--- config.mk ---
export PLATFORM = sky130hd
export DESIGN_NAME = msi_snoop_cache_ctrl_flat
export DESIGN_NICKNAME = d
export VERILOG_FILES = /design/src/rtl/msi_snoop_cache_ctrl_pkg.sv /design/src/rtl/msi_snoop_cache_ctrl_if.sv /design/src/rtl/msi_snoop_cache_ctrl_line_store.sv /design/src/rtl/msi_snoop_cache_ctrl.sv /design/src/flat_wrapper.sv
export SDC_FILE = /design/constraint.sdc
export NUM_CORES = 1
export LEC_CHECK = 0
export ABC_AREA = 1
export CORE_AREA = 4 4 83 77
export DETAILED_ROUTE_END_ITERATION = 16
export DIE_AREA = 0 0 87 81
export GPL_TIMING_DRIVEN = 0
export PLACE_DENSITY = 0.9
export SYNTH_ARGS = -nofsm -noshare
export SYNTH_HDL_FRONTEND = slang
export SYNTH_HIERARCHICAL = 1
export SYNTH_SLANG_ARGS = --single-unit
--- constraint.sdc ---
create_clock -name clock -period 6.5 [get_ports clock]
set_input_delay 0.975 -clock clock [delete_from_list [all_inputs] [get_ports clock]]
set_output_delay 0.975 -clock clock [all_outputs]
set_load 0.01 [all_outputs]
--- src/rtl/msi_snoop_cache_ctrl_pkg.sv ---
// Shared definitions for the MSI snooping cache controller: line states, FSM
// encoding and bit positions of the bus request and snoop message fields.
package msi_pkg;

    localparam logic [1:0] LS_I = 2'b00;
    localparam logic [1:0] LS_S = 2'b01;
    localparam logic [1:0] LS_M = 2'b10;

    typedef enum logic [2:0] {
        ST_IDLE   = 3'd0,
        ST_LOOKUP = 3'd1,
        ST_WB     = 3'd2,
        ST_BUS    = 3'd3,
        ST_DONE   = 3'd4
    } fsm_e;

    // Offsets inside the 3-bit opcode that sits above {addr, data} in bus_out
    localparam int BUS_RM_OFS  = 2;
    localparam int BUS_WM_OFS  = 1;
    localparam int BUS_INV_OFS = 0;

    localparam int SNP_RM  = 2;
    localparam int SNP_WM  = 1;
    localparam int SNP_INV = 0;

    localparam logic [2:0] OP_RM  = 3'b100;
    localparam logic [2:0] OP_WM  = 3'b010;
    localparam logic [2:0] OP_INV = 3'b001;

    function automatic logic [2:0] miss_op(input logic is_write);
        return is_write ? OP_WM : OP_RM;
    endfunction

endpackage

--- src/rtl/msi_snoop_cache_ctrl_if.sv ---
// Bus-side signals of one cache controller: outgoing request, ack/fill,
// incoming snoop traffic and the flush (writeback) channel.
interface msi_snoop_cache_ctrl_if #(
    parameter int ADDR_W = 3,
    parameter int DATA_W = 4
);
    logic [3+ADDR_W+DATA_W-1:0] bus_out;
    logic                       bus_ack;
    logic [DATA_W-1:0]          bus_data;
    logic                       snoop_valid;
    logic [2:0]                 snoop_msg;
    logic [ADDR_W-1:0]          snoop_addr;
    logic                       flush_valid;
    logic [ADDR_W-1:0]          flush_addr;
    logic [DATA_W-1:0]          flush_data;

    modport master (
        output bus_out, flush_valid, flush_addr, flush_data,
        input  bus_ack, bus_data, snoop_valid, snoop_msg, snoop_addr
    );

    modport slave (
        input  bus_out, flush_valid, flush_addr, flush_data,
        output bus_ack, bus_data, snoop_valid, snoop_msg, snoop_addr
    );
endinterface

--- src/rtl/msi_snoop_cache_ctrl_line_store.sv ---
// Direct-mapped line array {state, tag, data}: one local write port, one
// snoop state-only write port, two combinational read ports.
module msi_line_store
    import msi_pkg::*;
#(
    parameter int ADDR_W = 3,
    parameter int DATA_W = 4,
    parameter int LINES  = 2,
    localparam int IDX_W = $clog2(LINES)
) (
    input  logic              clock,
    input  logic              reset,
    input  logic              lwr_en_i,
    input  logic [IDX_W-1:0]  lwr_idx_i,
    input  logic [1:0]        lwr_state_i,
    input  logic [ADDR_W-1:0] lwr_tag_i,
    input  logic [DATA_W-1:0] lwr_data_i,
    input  logic              snp_en_i,
    input  logic [IDX_W-1:0]  snp_idx_i,
    input  logic [1:0]        snp_state_i,
    input  logic [IDX_W-1:0]  l_idx_i,
    output logic [1:0]        l_state_o,
    output logic [ADDR_W-1:0] l_tag_o,
    output logic [DATA_W-1:0] l_data_o,
    input  logic [IDX_W-1:0]  s_idx_i,
    output logic [1:0]        s_state_o,
    output logic [ADDR_W-1:0] s_tag_o,
    output logic [DATA_W-1:0] s_data_o
);
    logic [1:0]        state_q [LINES];
    logic [ADDR_W-1:0] tag_q   [LINES];
    logic [DATA_W-1:0] data_q  [LINES];

    // Local write is issued after the snoop update so a same-cycle fill overwrites it
    always_ff @(posedge clock) begin
        if (reset) begin
            for (int i = 0; i < LINES; i++) begin
                state_q[i] <= LS_I;
                tag_q[i]   <= '0;
                data_q[i]  <= '0;
            end
        end else begin
            if (snp_en_i) begin
                state_q[snp_idx_i] <= snp_state_i;
            end
            if (lwr_en_i) begin
                state_q[lwr_idx_i] <= lwr_state_i;
                tag_q[lwr_idx_i]   <= lwr_tag_i;
                data_q[lwr_idx_i]  <= lwr_data_i;
            end
        end
    end

    assign l_state_o = state_q[l_idx_i];
    assign l_tag_o   = tag_q[l_idx_i];
    assign l_data_o  = data_q[l_idx_i];
    assign s_state_o = state_q[s_idx_i];
    assign s_tag_o   = tag_q[s_idx_i];
    assign s_data_o  = data_q[s_idx_i];
endmodule

--- src/rtl/msi_snoop_cache_ctrl.sv ---
// Per-CPU MSI snooping cache controller: FSM for one local op at a time,
// hit/miss and victim handling, snoop decode and flush arbitration.
module msi_snoop_cache_ctrl
    import msi_pkg::*;
#(
    parameter int ADDR_W = 3,
    parameter int DATA_W = 4,
    parameter int LINES  = 2
) (
    input  logic                  clock,
    input  logic                  reset,
    input  logic                  execute_instruction,
    input  logic                  instruction,
    input  logic [ADDR_W-1:0]     address,
    input  logic [DATA_W-1:0]     data_in,
    output logic [DATA_W-1:0]     data_out,
    output logic                  done,
    msi_snoop_cache_ctrl_if.master bus
);
    localparam int IDX_W  = $clog2(LINES);
    localparam int BUS_W  = 3 + ADDR_W + DATA_W;
    localparam int OP_LSB = ADDR_W + DATA_W;

    fsm_e              state_q, state_d;
    logic              instr_q, instr_d;
    logic [ADDR_W-1:0] addr_q, addr_d;
    logic [DATA_W-1:0] wdata_q, wdata_d;
    logic [DATA_W-1:0] data_out_q, data_out_d;
    logic              done_q, done_d;
    logic [BUS_W-1:0]  bus_out_q, bus_out_d;
    logic              flush_valid_q, flush_valid_d;
    logic [ADDR_W-1:0] flush_addr_q, flush_addr_d;
    logic [DATA_W-1:0] flush_data_q, flush_data_d;

    logic [IDX_W-1:0]  l_idx, s_idx;
    logic [1:0]        l_state, s_state, lwr_state, snp_state;
    logic [ADDR_W-1:0] l_tag, s_tag, lwr_tag;
    logic [DATA_W-1:0] l_data, s_data, lwr_data;
    logic              lwr_en, snp_en, snp_flush;
    logic              snp_match, snp_rm, snp_kill;
    logic              hit, victim_dirty, lookup_stall, pend_inv_hit;

    msi_line_store #(.ADDR_W(ADDR_W), .DATA_W(DATA_W), .LINES(LINES)) u_store (
        .clock       (clock),
        .reset       (reset),
        .lwr_en_i    (lwr_en),
        .lwr_idx_i   (l_idx),
        .lwr_state_i (lwr_state),
        .lwr_tag_i   (lwr_tag),
        .lwr_data_i  (lwr_data),
        .snp_en_i    (snp_en),
        .snp_idx_i   (s_idx),
        .snp_state_i (snp_state),
        .l_idx_i     (l_idx),
        .l_state_o   (l_state),
        .l_tag_o     (l_tag),
        .l_data_o    (l_data),
        .s_idx_i     (s_idx),
        .s_state_o   (s_state),
        .s_tag_o     (s_tag),
        .s_data_o    (s_data)
    );

    assign l_idx        = addr_q[IDX_W-1:0];
    assign s_idx        = bus.snoop_addr[IDX_W-1:0];
    assign snp_match    = bus.snoop_valid && (s_state != LS_I) && (s_tag == bus.snoop_addr);
    assign snp_rm       = bus.snoop_msg[SNP_RM];
    assign snp_kill     = bus.snoop_msg[SNP_WM] | bus.snoop_msg[SNP_INV];
    assign hit          = (l_state != LS_I) && (l_tag == addr_q);
    assign victim_dirty = !hit && (l_state == LS_M);
    // Re-evaluate next cycle if the snoop touches our line or owns the flush port
    assign lookup_stall = (snp_en && (s_idx == l_idx)) || (snp_flush && victim_dirty);
    assign pend_inv_hit = bus_out_q[OP_LSB+BUS_INV_OFS] && bus.snoop_valid && snp_kill
                          && (bus.snoop_addr == addr_q);

    // Snoop-side state change and flush request
    always_comb begin
        snp_en    = 1'b0;
        snp_state = s_state;
        snp_flush = 1'b0;
        if (snp_match && snp_kill) begin
            snp_en    = 1'b1;
            snp_state = LS_I;
            snp_flush = (s_state == LS_M);
        end else if (snp_match && snp_rm && (s_state == LS_M)) begin
            snp_en    = 1'b1;
            snp_state = LS_S;
            snp_flush = 1'b1;
        end else begin
            snp_en    = 1'b0;
        end
    end

    // Controller next state, local line writes and outputs
    always_comb begin
        state_d       = state_q;
        instr_d       = instr_q;
        addr_d        = addr_q;
        wdata_d       = wdata_q;
        data_out_d    = data_out_q;
        done_d        = done_q;
        bus_out_d     = bus_out_q;
        flush_valid_d = snp_flush;
        flush_addr_d  = flush_addr_q;
        flush_data_d  = flush_data_q;
        lwr_en        = 1'b0;
        lwr_state     = l_state;
        lwr_tag       = addr_q;
        lwr_data      = l_data;
        if (snp_flush) begin
            flush_addr_d = bus.snoop_addr;
            flush_data_d = s_data;
        end else begin
            flush_addr_d = flush_addr_q;
        end
        case (state_q)
            ST_IDLE: begin
                if (execute_instruction) begin
                    instr_d = instruction;
                    addr_d  = address;
                    wdata_d = data_in;
                    done_d  = 1'b0;
                    state_d = ST_LOOKUP;
                end else begin
                    state_d = ST_IDLE;
                end
            end
            ST_LOOKUP: begin
                if (lookup_stall) begin
                    state_d = ST_LOOKUP;
                end else if (hit && !instr_q) begin
                    data_out_d = l_data;
                    done_d     = 1'b1;
                    state_d    = ST_IDLE;
                end else if (hit && (l_state == LS_M)) begin
                    lwr_en    = 1'b1;
                    lwr_state = LS_M;
                    lwr_data  = wdata_q;
                    state_d   = ST_DONE;
                end else if (hit) begin
                    bus_out_d = {OP_INV, addr_q, {DATA_W{1'b0}}};
                    state_d   = ST_BUS;
                end else if (victim_dirty) begin
                    flush_valid_d = 1'b1;
                    flush_addr_d  = l_tag;
                    flush_data_d  = l_data;
                    lwr_en        = 1'b1;
                    lwr_state     = LS_I;
                    lwr_tag       = l_tag;
                    state_d       = ST_WB;
                end else begin
                    bus_out_d = {miss_op(instr_q), addr_q, {DATA_W{1'b0}}};
                    state_d   = ST_BUS;
                end
            end
            ST_WB: begin
                bus_out_d = {miss_op(instr_q), addr_q, {DATA_W{1'b0}}};
                state_d   = ST_BUS;
            end
            ST_BUS: begin
                if (bus.bus_ack) begin
                    bus_out_d = '0;
                    lwr_en    = 1'b1;
                    if (bus_out_q[OP_LSB+BUS_RM_OFS]) begin
                        lwr_state = LS_S;
                        lwr_data  = bus.bus_data;
                    end else begin
                        lwr_state = LS_M;
                        lwr_data  = wdata_q;
                    end
                    state_d = ST_DONE;
                end else if (pend_inv_hit) begin
                    // Our S copy was just invalidated, so the upgrade must refetch ownership
                    bus_out_d = {OP_WM, addr_q, {DATA_W{1'b0}}};
                end else begin
                    state_d = ST_BUS;
                end
            end
            ST_DONE: begin
                data_out_d = l_data;
                done_d     = 1'b1;
                state_d    = ST_IDLE;
            end
            default: begin
                state_d = ST_IDLE;
            end
        endcase
    end

    // Controller registers with synchronous reset
    always_ff @(posedge clock) begin
        if (reset) begin
            state_q       <= ST_IDLE;
            instr_q       <= 1'b0;
            addr_q        <= '0;
            wdata_q       <= '0;
            data_out_q    <= '0;
            done_q        <= 1'b1;
            bus_out_q     <= '0;
            flush_valid_q <= 1'b0;
            flush_addr_q  <= '0;
            flush_data_q  <= '0;
        end else begin
            state_q       <= state_d;
            instr_q       <= instr_d;
            addr_q        <= addr_d;
            wdata_q       <= wdata_d;
            data_out_q    <= data_out_d;
            done_q        <= done_d;
            bus_out_q     <= bus_out_d;
            flush_valid_q <= flush_valid_d;
            flush_addr_q  <= flush_addr_d;
            flush_data_q  <= flush_data_d;
        end
    end

    assign data_out        = data_out_q;
    assign done            = done_q;
    assign bus.bus_out     = bus_out_q;
    assign bus.flush_valid = flush_valid_q;
    assign bus.flush_addr  = flush_addr_q;
    assign bus.flush_data  = flush_data_q;
endmodule
--- src/flat_wrapper.sv ---
// flat-port wrapper written by rule: the top's interface ports become plain ports
module msi_snoop_cache_ctrl_flat import msi_pkg::*;
#(
    parameter int ADDR_W = 3,
    parameter int DATA_W = 4,
    parameter int LINES  = 2
)
  (clock, reset, execute_instruction, instruction, address, data_in, data_out, done, bus_bus_out, bus_flush_valid, bus_flush_addr, bus_flush_data, bus_bus_ack, bus_bus_data, bus_snoop_valid, bus_snoop_msg, bus_snoop_addr);
  msi_snoop_cache_ctrl_if #(.ADDR_W(ADDR_W), .DATA_W(DATA_W)) bus_i ();
  input  logic clock;
  input  logic reset;
  input  logic execute_instruction;
  input  logic instruction;
  input  logic [ADDR_W-1:0] address;
  input  logic [DATA_W-1:0] data_in;
  output logic [DATA_W-1:0] data_out;
  output logic done;
  output wire logic [$bits(bus_i.bus_out)-1:0] bus_bus_out;
  output wire logic [$bits(bus_i.flush_valid)-1:0] bus_flush_valid;
  output wire logic [$bits(bus_i.flush_addr)-1:0] bus_flush_addr;
  output wire logic [$bits(bus_i.flush_data)-1:0] bus_flush_data;
  input wire logic [$bits(bus_i.bus_ack)-1:0] bus_bus_ack;
  input wire logic [$bits(bus_i.bus_data)-1:0] bus_bus_data;
  input wire logic [$bits(bus_i.snoop_valid)-1:0] bus_snoop_valid;
  input wire logic [$bits(bus_i.snoop_msg)-1:0] bus_snoop_msg;
  input wire logic [$bits(bus_i.snoop_addr)-1:0] bus_snoop_addr;
  assign bus_bus_out = bus_i.bus_out;
  assign bus_flush_valid = bus_i.flush_valid;
  assign bus_flush_addr = bus_i.flush_addr;
  assign bus_flush_data = bus_i.flush_data;
  assign bus_i.bus_ack = bus_bus_ack;
  assign bus_i.bus_data = bus_bus_data;
  assign bus_i.snoop_valid = bus_snoop_valid;
  assign bus_i.snoop_msg = bus_snoop_msg;
  assign bus_i.snoop_addr = bus_snoop_addr;
  msi_snoop_cache_ctrl #(.ADDR_W(ADDR_W), .DATA_W(DATA_W), .LINES(LINES)) u_core (.clock(clock), .reset(reset), .execute_instruction(execute_instruction), .instruction(instruction), .address(address), .data_in(data_in), .data_out(data_out), .done(done), .bus(bus_i));
endmodule
# After elaboration in Yosys (flattened, before gate mapping)

Memory sizes are Yosys's and may differ from the RTL's. A register that Yosys moved wholly into a read port is not among the register bits.
Cells that the tools add are included.

Register bits after elaboration: 34
Bits in latches: 0
Memory bits (writable): 18
Memory bits (read-only): 0
Output and inout bits: 23
Memories kept: 3

Memories:

| memory                 | depth | bits a word | read ports | clocked after Yosys merged registers in | wr ports | RTL line                              | text |
|---|---|---|---|---|---|---|---|
| u_core.u_store.data_q  | 2     | 4           | 2          | 1                                       | 2        | msi_snoop_cache_ctrl_line_store.sv:32 | `logic [DATA_W-1:0] data_q [LINES];` |
| u_core.u_store.tag_q   | 2     | 3           | 2          | 1                                       | 2        | msi_snoop_cache_ctrl_line_store.sv:31 | `logic [ADDR_W-1:0] tag_q [LINES];` |
| u_core.u_store.state_q | 2     | 2           | 2          | 1                                       | 2        | msi_snoop_cache_ctrl_line_store.sv:30 | `logic [1:0] state_q [LINES];` |

Add/sub/neg operators: 0
Multiply operators: 0
Divide/modulo/power cells: 0
Magnitude comparators: 0
Equality and inequality tests: 18
Shift-type cells: 0
Muxes and demuxes: 103
Bitwise operators: 1
Reductions and logical operators: 31

Operators with widths:

| cell               | number |
|---|---|
| $mux 10            | 7 |
| $mux 3             | 21 |
| $mux 4             | 15 |
| $mux 1             | 42 |
| $pmux 10 s3        | 1 |
| $mux 2             | 11 |
| $pmux 4 s2         | 2 |
| $logic_and 1x1->1  | 14 |
| $pmux 3 s4         | 1 |
| $eq 3x3->1         | 3 |
| $ne 2x2->1 const B | 4 |
| $eq 3x2->1 const B | 2 |
| $ne 3x2->1 const B | 2 |
| $reduce_and 6->1   | 1 |
| $reduce_bool 2->1  | 3 |
| $reduce_bool 3->1  | 2 |
| $eq 2x2->1 const B | 2 |
| $pmux 2 s2         | 1 |
| $reduce_and 4->1   | 1 |
| $reduce_or 2->1    | 2 |
| $reduce_or 4->1    | 1 |
| $eq 3x1->1 const B | 1 |
| $eq 3x3->1 const B | 1 |
| $logic_not 3->1    | 1 |
| 11 further kinds   | 12 |

# Depth between registers and ports, before layout

Gate-level depths: netlist of the first run.
An unclocked memory read counts as a cell.

Depth in word-level cells: 17
Gate-level depth with buffers: 19

# Hierarchy

Netlist of the first run, hierarchy kept.

By module, submodules not included:

| module               | instances | cells an instance | area each (µm²) | sequential area each (µm²) |
|---|---|---|---|---|
| msi_snoop_cache_ctrl | 1         | 360               | 2185.8          | 600.6 |
| msi_line_store       | 1         | 115               | 987.2           | 540.5 |

# Worst setup path after synthesis of the first run

OpenSTA, ideal clock, no wires.

Kind: input to register
Start: in bus_snoop_addr[0]
End: mem u_core.u_store.state_q[1][0] (enable)
Library setup time: 0.296 ns
Arrival time: 3.156 ns
Required time: 6.204 ns
Setup slack: 3.047 ns
Cell stages on the path: 17
Cells stage by stage: clkbuf_2 -> buf_2 -> nand2_1 -> o21ai_0 -> inv_1 -> nand2_1 -> o21ai_0 -> nor2_1 -> nand4_1 -> nand2_2 -> nand2_4 -> nand2_2 -> nand2_1 -> o21ai_1 -> nand3_4 -> nand2_1 -> or2_1

RTL lines:

| what        | RTL line                              | text |
|---|---|---|
| from (decl) | flat_wrapper.sv:26                    | `input wire logic [$bits(bus_i.snoop_addr)-1:0] bus_snoop_addr;` |
| to (decl)   | msi_snoop_cache_ctrl_line_store.sv:30 |  |

==> results of run 1 <==
## critical path: cells and delay by family
kind	cells	cell delay (ps)
simple gates	12	1870
buf+inv	4	1410
compound gates	2	590
## cells by family (layout without fill, tap and decap cells)
kind of cell | after synthesis | in the layout | synth area share
simple gates | 266 | 266 | 0.379
buf+inv | 81 | 130 | 0.108
compound gates | 76 | 76 | 0.143
flops | 48 | 48 | 0.360
xor+xnor | 3 | 3 | 0.00828
other cells | 1 | 4 | 0.00118
## state kept, by name (all words and copies together), names as in the netlist
| signal | flops |
|---|---|
| u_core/u_store/data_q | 8 |
| u_core/bus.bus_out | 6 |
| u_core/u_store/tag_q | 6 |
| u_core/bus.flush_data | 4 |
| u_core/data_out | 4 |
| u_core/u_store/state_q | 4 |
| u_core/wdata_q | 4 |
| u_core/addr_q | 3 |
| u_core/bus.flush_addr | 3 |
| u_core/state_q | 3 |
| u_core/bus.flush_valid | 1 |
| u_core/done | 1 |
| u_core/instr_q | 1 |
## final cells by class
type	count	share of cell area
multi-input combinational	349	0.451
tap	70	0.0232
clock inverter	3	0.00498
clock buffer	5	0.0183
timing repair buffer	41	0.109
sequential	48	0.303
buffer	15	0.0256
inverter	66	0.0657
## routing by layer
| metal | vias to the layer above | GRT usage |
|---|---|---|
| met2 | 173 | 0.441 |
| met3 | 33 | 0.0578 |
| met4 | 0 | 0.0794 |
| li1 | 1609 | - |
| met1 | 1454 | 0.327 |
| met5 | - | 0 |
## power groups by stage
stage          Combinational (uW)  Sequential [uW]  Clock (uW)
2_1_floorplan                 296              408           0
3_3_place_gp                  444              403           0
3_5_place_dp                  452              404           0
4_1_cts                       455              398         182
5_1_grt                       515              405         195
6_report                      460              398         174
## metrics by stage
| step | util | std cells | setup slack, ps | hold WS (ps) |
|---|---|---|---|---|
| floorplan | - | 478 | 3050 | 439 |
| global placement | 0.662 | 589 | 1580 | 444 |
| detailed placement | 0.662 | 589 | 1490 | 458 |
| CTS | 0.678 | 597 | 1800 | 471 |
| global route | 0.678 | 597 | 1450 | 502 |
| finish | 0.678 | 597 | 1660 | 468 |
## worst max-delay path by stage
| stage | start | to | slack (ps) | cells after the start |
|---|---|---|---|---|
| 3_5_place_dp | bus_snoop_addr[0] | u_core/u_store/state_q[1][0] | 1490 | 18 |
| 4_1_cts | bus_snoop_addr[0] | u_core/u_store/state_q[1][1] | 1800 | 18 |
| 3_3_place_gp | bus_snoop_addr[0] | u_core/u_store/state_q[1][0] | 1580 | 18 |
| 2_1_floorplan | bus_snoop_addr[0] | u_core/u_store/state_q[1][0] | 3050 | 17 |
| 5_1_grt | bus_snoop_addr[0] | u_core/u_store/state_q[1][1] | 1450 | 18 |
| 6_report | bus_snoop_addr[0] | u_core/u_store/state_q[1][1] | 1660 | 18 |
## cells in the mapped netlist, drive strengths merged (3+ instances only)
master / number
o211ai: 3
o21bai: 4
a22oi: 4
inv: 65
nand2: 151
o21ai: 38
nor2: 65
buf: 11
a21oi: 23
dfxtp: 30
edfxtp: 18
clkbuf: 4
nand3: 39
nand4: 8
## cells in the final DEF, fill, tap and decap left out, types with 2 or more instances in the layout
cell type / n
nand2_1: 146
nor2_1: 56
inv_1: 54
clkdlybuf4s50_1: 41
o21ai_0: 35
nand3_1: 33
dfxtp_1: 30
a21oi_1: 21
edfxtp_1: 18
inv_2: 11
nand4_1: 8
nor2_4: 6
clkbuf_8: 5
buf_4: 5
nand2_2: 4
nand3_2: 4
a22oi_1: 4
o21bai_1: 4
conb_1: 4
o21ai_1: 3
buf_2: 3
clkinvlp_4: 2
clkinv_1: 2
a21oi_4: 2
xor2_1: 2
nor2_2: 2
o211ai_2: 2
nand3_4: 2
buf_6: 2
clkbuf_1: 2
clkbuf_2: 2
==> impl_metrics.tcl, run 1 <==
set metrics [dict create \
    postRouteAntennaNets 0 \
    drc 0 \
    tritoncts "done" \
    swShare 0.414 \
    post_dp_cell_area_um2 3680 \
    worst_slew_margin_rel 0.176 \
    fp.coreArea_um2 5560 \
    dr.pass1.iters 5 \
    power_frac_clock 0.169 \
    clk_pin_slew_ps 90 \
    syn_area_per_cell_um2 6.68 \
    crit_chain "clkdlybuf4s50_1, clkbuf_2, buf_2, nand2_1, o21ai_0, inv_1, nand2_1, nand2_1, nor2_1, nand4_1, nand2_2, nand2_4, nand2_2, nand2_1, o21ai_1, nand3_4, nand2_1, or2_1" \
    antenna_found_initial 0 \
    seqPwrFrac 0.386 \
    internal-power_uw 605 \
    die-height_um 81 \
    ys_ff_latch 48 \
    post_cts_buffers 0 \
    avgRoutedWirePerCell_um 14.3 \
    power.total_uw 1030 \
    viasPerCell 5.48 \
    wirelength_mm 8.55 \
    synthFlopType "dfxtp_1" \
    crit_fanout 10 \
    grt_first_pass_wirelength_mm 14.4 \
    r2r_end "u_core/u_store/state_q[1][1]" \
    drt-initial-drc-count 382 \
    clock-root-buffer "clkbuf_8" \
    fin_skew_ps 6.56 \
    reg2reg_slack_ps 2560 \
    row_count 26 \
    hpwlAfterDp_mm 6.50 \
    crit_arrival_ps 4860 \
    ff_latch_area_um2 1140 \
    holdPathStages 2 \
    rr_startpoint "u_core/addr_q[0]" \
    min_from "u_core/wdata_q[2]" \
    hold_buffers 0 \
    fin_crit_sh 0.745 \
    area_growth_pct 18.8 \
    drv_slew 0 \
    synthArstFlopShare 0 \
    drive_above_1_share 0.104 \
    clock_path_buffers 2 \
    grt_overflow 0 \
    leakage_uw 0.00169 \
    critPathRequiredTime_ps 6510 \
    cts_max_level 2 \
    die-area_um2 7050 \
    synth_area_leaders "dfxtp_1 19%, nand2_1 17%, edfxtp_1 17%" \
    synth_top_area_frac 0.189 \
    path_class "in2reg" \
    design_area_um2 3770 \
    cp-start-kind "input pin" \
    cts_sinks 48 \
    combPwrFrac 0.446 \
    clock_latency_ps 300 \
    dr_total_vias 3269 \
    diodes 0 \
    fmax_mhz 206 \
    grtUsageTotal 0.259 \
    rr_worst_depth 17 \
    start_util 0.570 \
    crit_path_frequent_cell "nand2_1" \
    cts_resized 0 \
    status "completed" \
    num_io_pins 46 \
    drv_cap 0 \
    yosys_warnings 6 \
    ys_seq_area_frac 0.360 \
    wl_met3_um 948 \
    wl_met1_mm 3.45 \
    grt_max_degree 16 \
    syn_inst 475 \
    wl_met2_mm 3.92 \
    vdd_drop_max_mv 0.142 \
    gp_congestion 0.964 \
    cpMaxStageDelayCell "clkdlybuf4s50_1" \
    fp.dieW_um 87 \
    hold_viol_final 0 \
    period_needed_ps 4840 \
    worstMarginPinSlew_ps 1220 \
    setup_tns_ps 0 \
    max_stage_delay_ps 740 \
    hold_class "reg2reg" \
    nets 549 \
    synthesis.area_um2 3170 \
    hold_path_end "u_core/wdata_q[2]" \
    ys_types 40 \
    setup_violations 0 \
    first_global_vias 3172 \
    multi_input_area_um2 1700 \
    port_buffers 41 \
    endpoint_kind "flop" \
    rsz0062_at_grt "false" \
    p_switching_uw 428 \
    dr.max_layer_used "met4" \
    yosysTopAreaCell "dfxtp_1" \
    power_density_nw_per_um2 274 \
    synth-edff-count 18 \
    numCtsBuffers 5 \
    fillCellCount 474 \
]
No activity file was read; power rests on OpenSTA's default activity.
==> run 2, diff against run 1 <==
--- a/config.mk
+++ b/config.mk
@@ -6,11 +6,11 @@
 export NUM_CORES = 1
 export LEC_CHECK = 0
 export ABC_AREA = 1
-export CORE_AREA = 4 4 83 77
+export CORE_AREA = 4 4 89 83
 export DETAILED_ROUTE_END_ITERATION = 16
-export DIE_AREA = 0 0 87 81
+export DIE_AREA = 0 0 93 87
 export GPL_TIMING_DRIVEN = 0
-export PLACE_DENSITY = 0.9
+export PLACE_DENSITY = 0.82
 export SYNTH_ARGS = -nofsm -noshare
 export SYNTH_HDL_FRONTEND = slang
 export SYNTH_HIERARCHICAL = 1
==> constraint.sdc (replaced) <==
create_clock -name clock -period 4.3 [get_ports clock]
set_input_delay 0.645 -clock clock [delete_from_list [all_inputs] [get_ports clock]]
set_output_delay 0.645 -clock clock [all_outputs]
set_load 0.01 [all_outputs]
==> run 2 against run 1 <==
Compared with the run above:
- via count up 0.15%
- critical path depth unchanged
- sequential cell count unchanged
- highest routed layer unchanged
- combinational power up 52%
- largest power group unchanged
- core utilization down 8.5 points
- routed wire length down 0.41%
- non-clock buffer count unchanged
- clock power up 83%
- count of clock-buffer cells in the layout unchanged
- hold slack worse by 11 ps
==> impl_metrics.tcl, run 2 (synthesized netlist as in run 1, its figures left out) <==
set metrics [dict create \
    fp.coreArea_um2 6450 \
    area_growth_pct 20.5 \
    cp-start-kind "input pin" \
    cts_sinks 48 \
    vdd_drop_max_mv 0.196 \
    setup_violations 0 \
    clock_latency_ps 310 \
    leakage_uw 0.00172 \
    combPwrFrac 0.431 \
    nets 549 \
    layout_commonest_cell "nand2_1" \
    largest_reg_flops 8 \
    hold_class "reg2reg" \
    top_register "u_core/u_store/data_q" \
    clock-root-buffer "clkbuf_8" \
    grt_first_pass_wirelength_mm 13.9 \
    drv_cap 0 \
    clk_pin_slew_ps 90 \
    postRouteAntennaNets 0 \
    fin_ws_ps 529 \
    antenna_found_initial 0 \
    status "completed" \
    hold_viol_final 0 \
    power_frac_clock 0.197 \
    tritoncts "done" \
    port_buffers 41 \
    avgRoutedWirePerCell_um 13.8 \
    cts_max_level 2 \
    viasPerCell 5.31 \
    fillCellCount 623 \
    drv_slew 0 \
    first_global_vias 2991 \
    dr.pass1.iters 5 \
    hpwlAfterDp_mm 6.42 \
    power_density_nw_per_um2 424 \
    internal-power_uw 972 \
    p_switching_uw 650 \
    fp.dieW_um 93 \
    drive_above_1_share 0.106 \
    fin_skew_ps 11.2 \
    dr_total_vias 3274 \
    grt_overflow 0 \
    fin_crit_sh 0.877 \
    critPathRequiredTime_ps 4270 \
    row_count 28 \
    grtUsageTotal 0.219 \
    path_class "in2reg" \
    period_needed_ps 3770 \
    drt-initial-drc-count 327 \
    wirelength_mm 8.51 \
    drc 0 \
    layout_common_cells "145 x nand2_1, 56 x nor2_1, 54 x inv_1" \
    worst_slew_margin_rel 0.185 \
    diodes 0 \
    worstMarginPinSlew_ps 1210 \
    endpoint_kind "flop" \
    crit_arrival_ps 3740 \
    swShare 0.401 \
    rsz0062_at_grt "false" \
    seqPwrFrac 0.372 \
    pre_cts_ws_ps -357 \
    die-height_um 87 \
    start_util 0.492 \
    power.total_uw 1620 \
    gp_congestion 0.913 \
    clock_path_buffers 2 \
    numCtsBuffers 5 \
    fmax_mhz 265 \
    utilization 0.593 \
    hold_slack_ps 457 \
    num_io_pins 46 \
    crit_fanout 10 \
    die-area_um2 8090 \
    grt_max_degree 15 \
]
-- run 2: cell types whose count changed in the layout (fill, tap and decap cells not counted), sizes merged --
cell	delta
clkdlybuf4s50	-1
clkinvlp	-2
dlymetal6s2s	+1
clkinv	+1
bufinv	+1
-- run 2: layout make-up --
class / instances / area (um^2) / area share
well taps: 90 / 113 / 0.0295
plain buffers: 15 / 96.3 / 0.0252
multi-input cells: 349 / 1710 / 0.446
clock inverters: 3 / 37.5 / 0.00982
flip-flops and latches: 48 / 1140 / 0.299
clock buffers: 5 / 68.8 / 0.0180
inverters: 66 / 248 / 0.0648
repair buffers: 41 / 413 / 0.108
-- run 2: worst paths after layout --
path,startpoint,end,slack (ps),cells past startpoint
worst max register to register,u_core/addr_q[0],u_core/u_store/data_q[0][3],610,17
worst max-delay path,bus_snoop_addr[0],u_core/u_store/data_q[0][3],530,18
worst min register to register,u_core/done,u_core/done,460,2
worst min-delay path,u_core/done,u_core/done,460,2
-- run 2: critical path: stages --
cell            delay, ps
dlymetal6s2s_1        340
clkbuf_2              280
buf_2                 250
nand2_1                70
o21ai_0               150
inv_1                 100
nand2_1                70
nand2_1                50
nor2_1                 90
nand4_1               270
nand2_2               170
nand2_4                90
nand2_2               160
nand2_1                80
o21ai_2               280
nand3_2               160
buf_6                 180
nand2_1               280
-- run 2: power groups by stage --
| stage | sequential, uW | combinational [uW] | clock [uW] |
|---|---|---|---|
| 2_1_floorplan | 617 | 447 | 0 |
| 5_1_grt | 612 | 777 | 345 |
| 3_5_place_dp | 614 | 682 | 0 |
| 3_3_place_gp | 610 | 664 | 0 |
| 4_1_cts | 603 | 688 | 328 |
| 6_report | 603 | 700 | 319 |
-- run 2: what timing repair did --
action / 4_1_cts / 5_1_grt
pin swaps: 0 / 0
hold buffers: 0 / 0
setup endpoints to repair: 2 / 21
gates resized for setup: 1 / 2
setup buffers: 0 / 0
-- run 2: layer usage --
metal  vias to the layer above  GRT usage  share of wire
li1                       1611          -              -
met2                       182      0.374           0.47
met4                         0     0.0826          0.025
met5                         -          0              0
met3                        32     0.0363          0.094
met1                      1449      0.278           0.41
-- run 2: stage by stage --
stage | setup TNS [ps] | area, um^2 | instances
floorplan | 0 | 3180 | 478
CTS | 0 | 3820 | 617
global route | 0 | 3820 | 617
detailed placement | -4200 | 3710 | 609
finish | 0 | 3820 | 617
global placement | -2580 | 3710 | 609
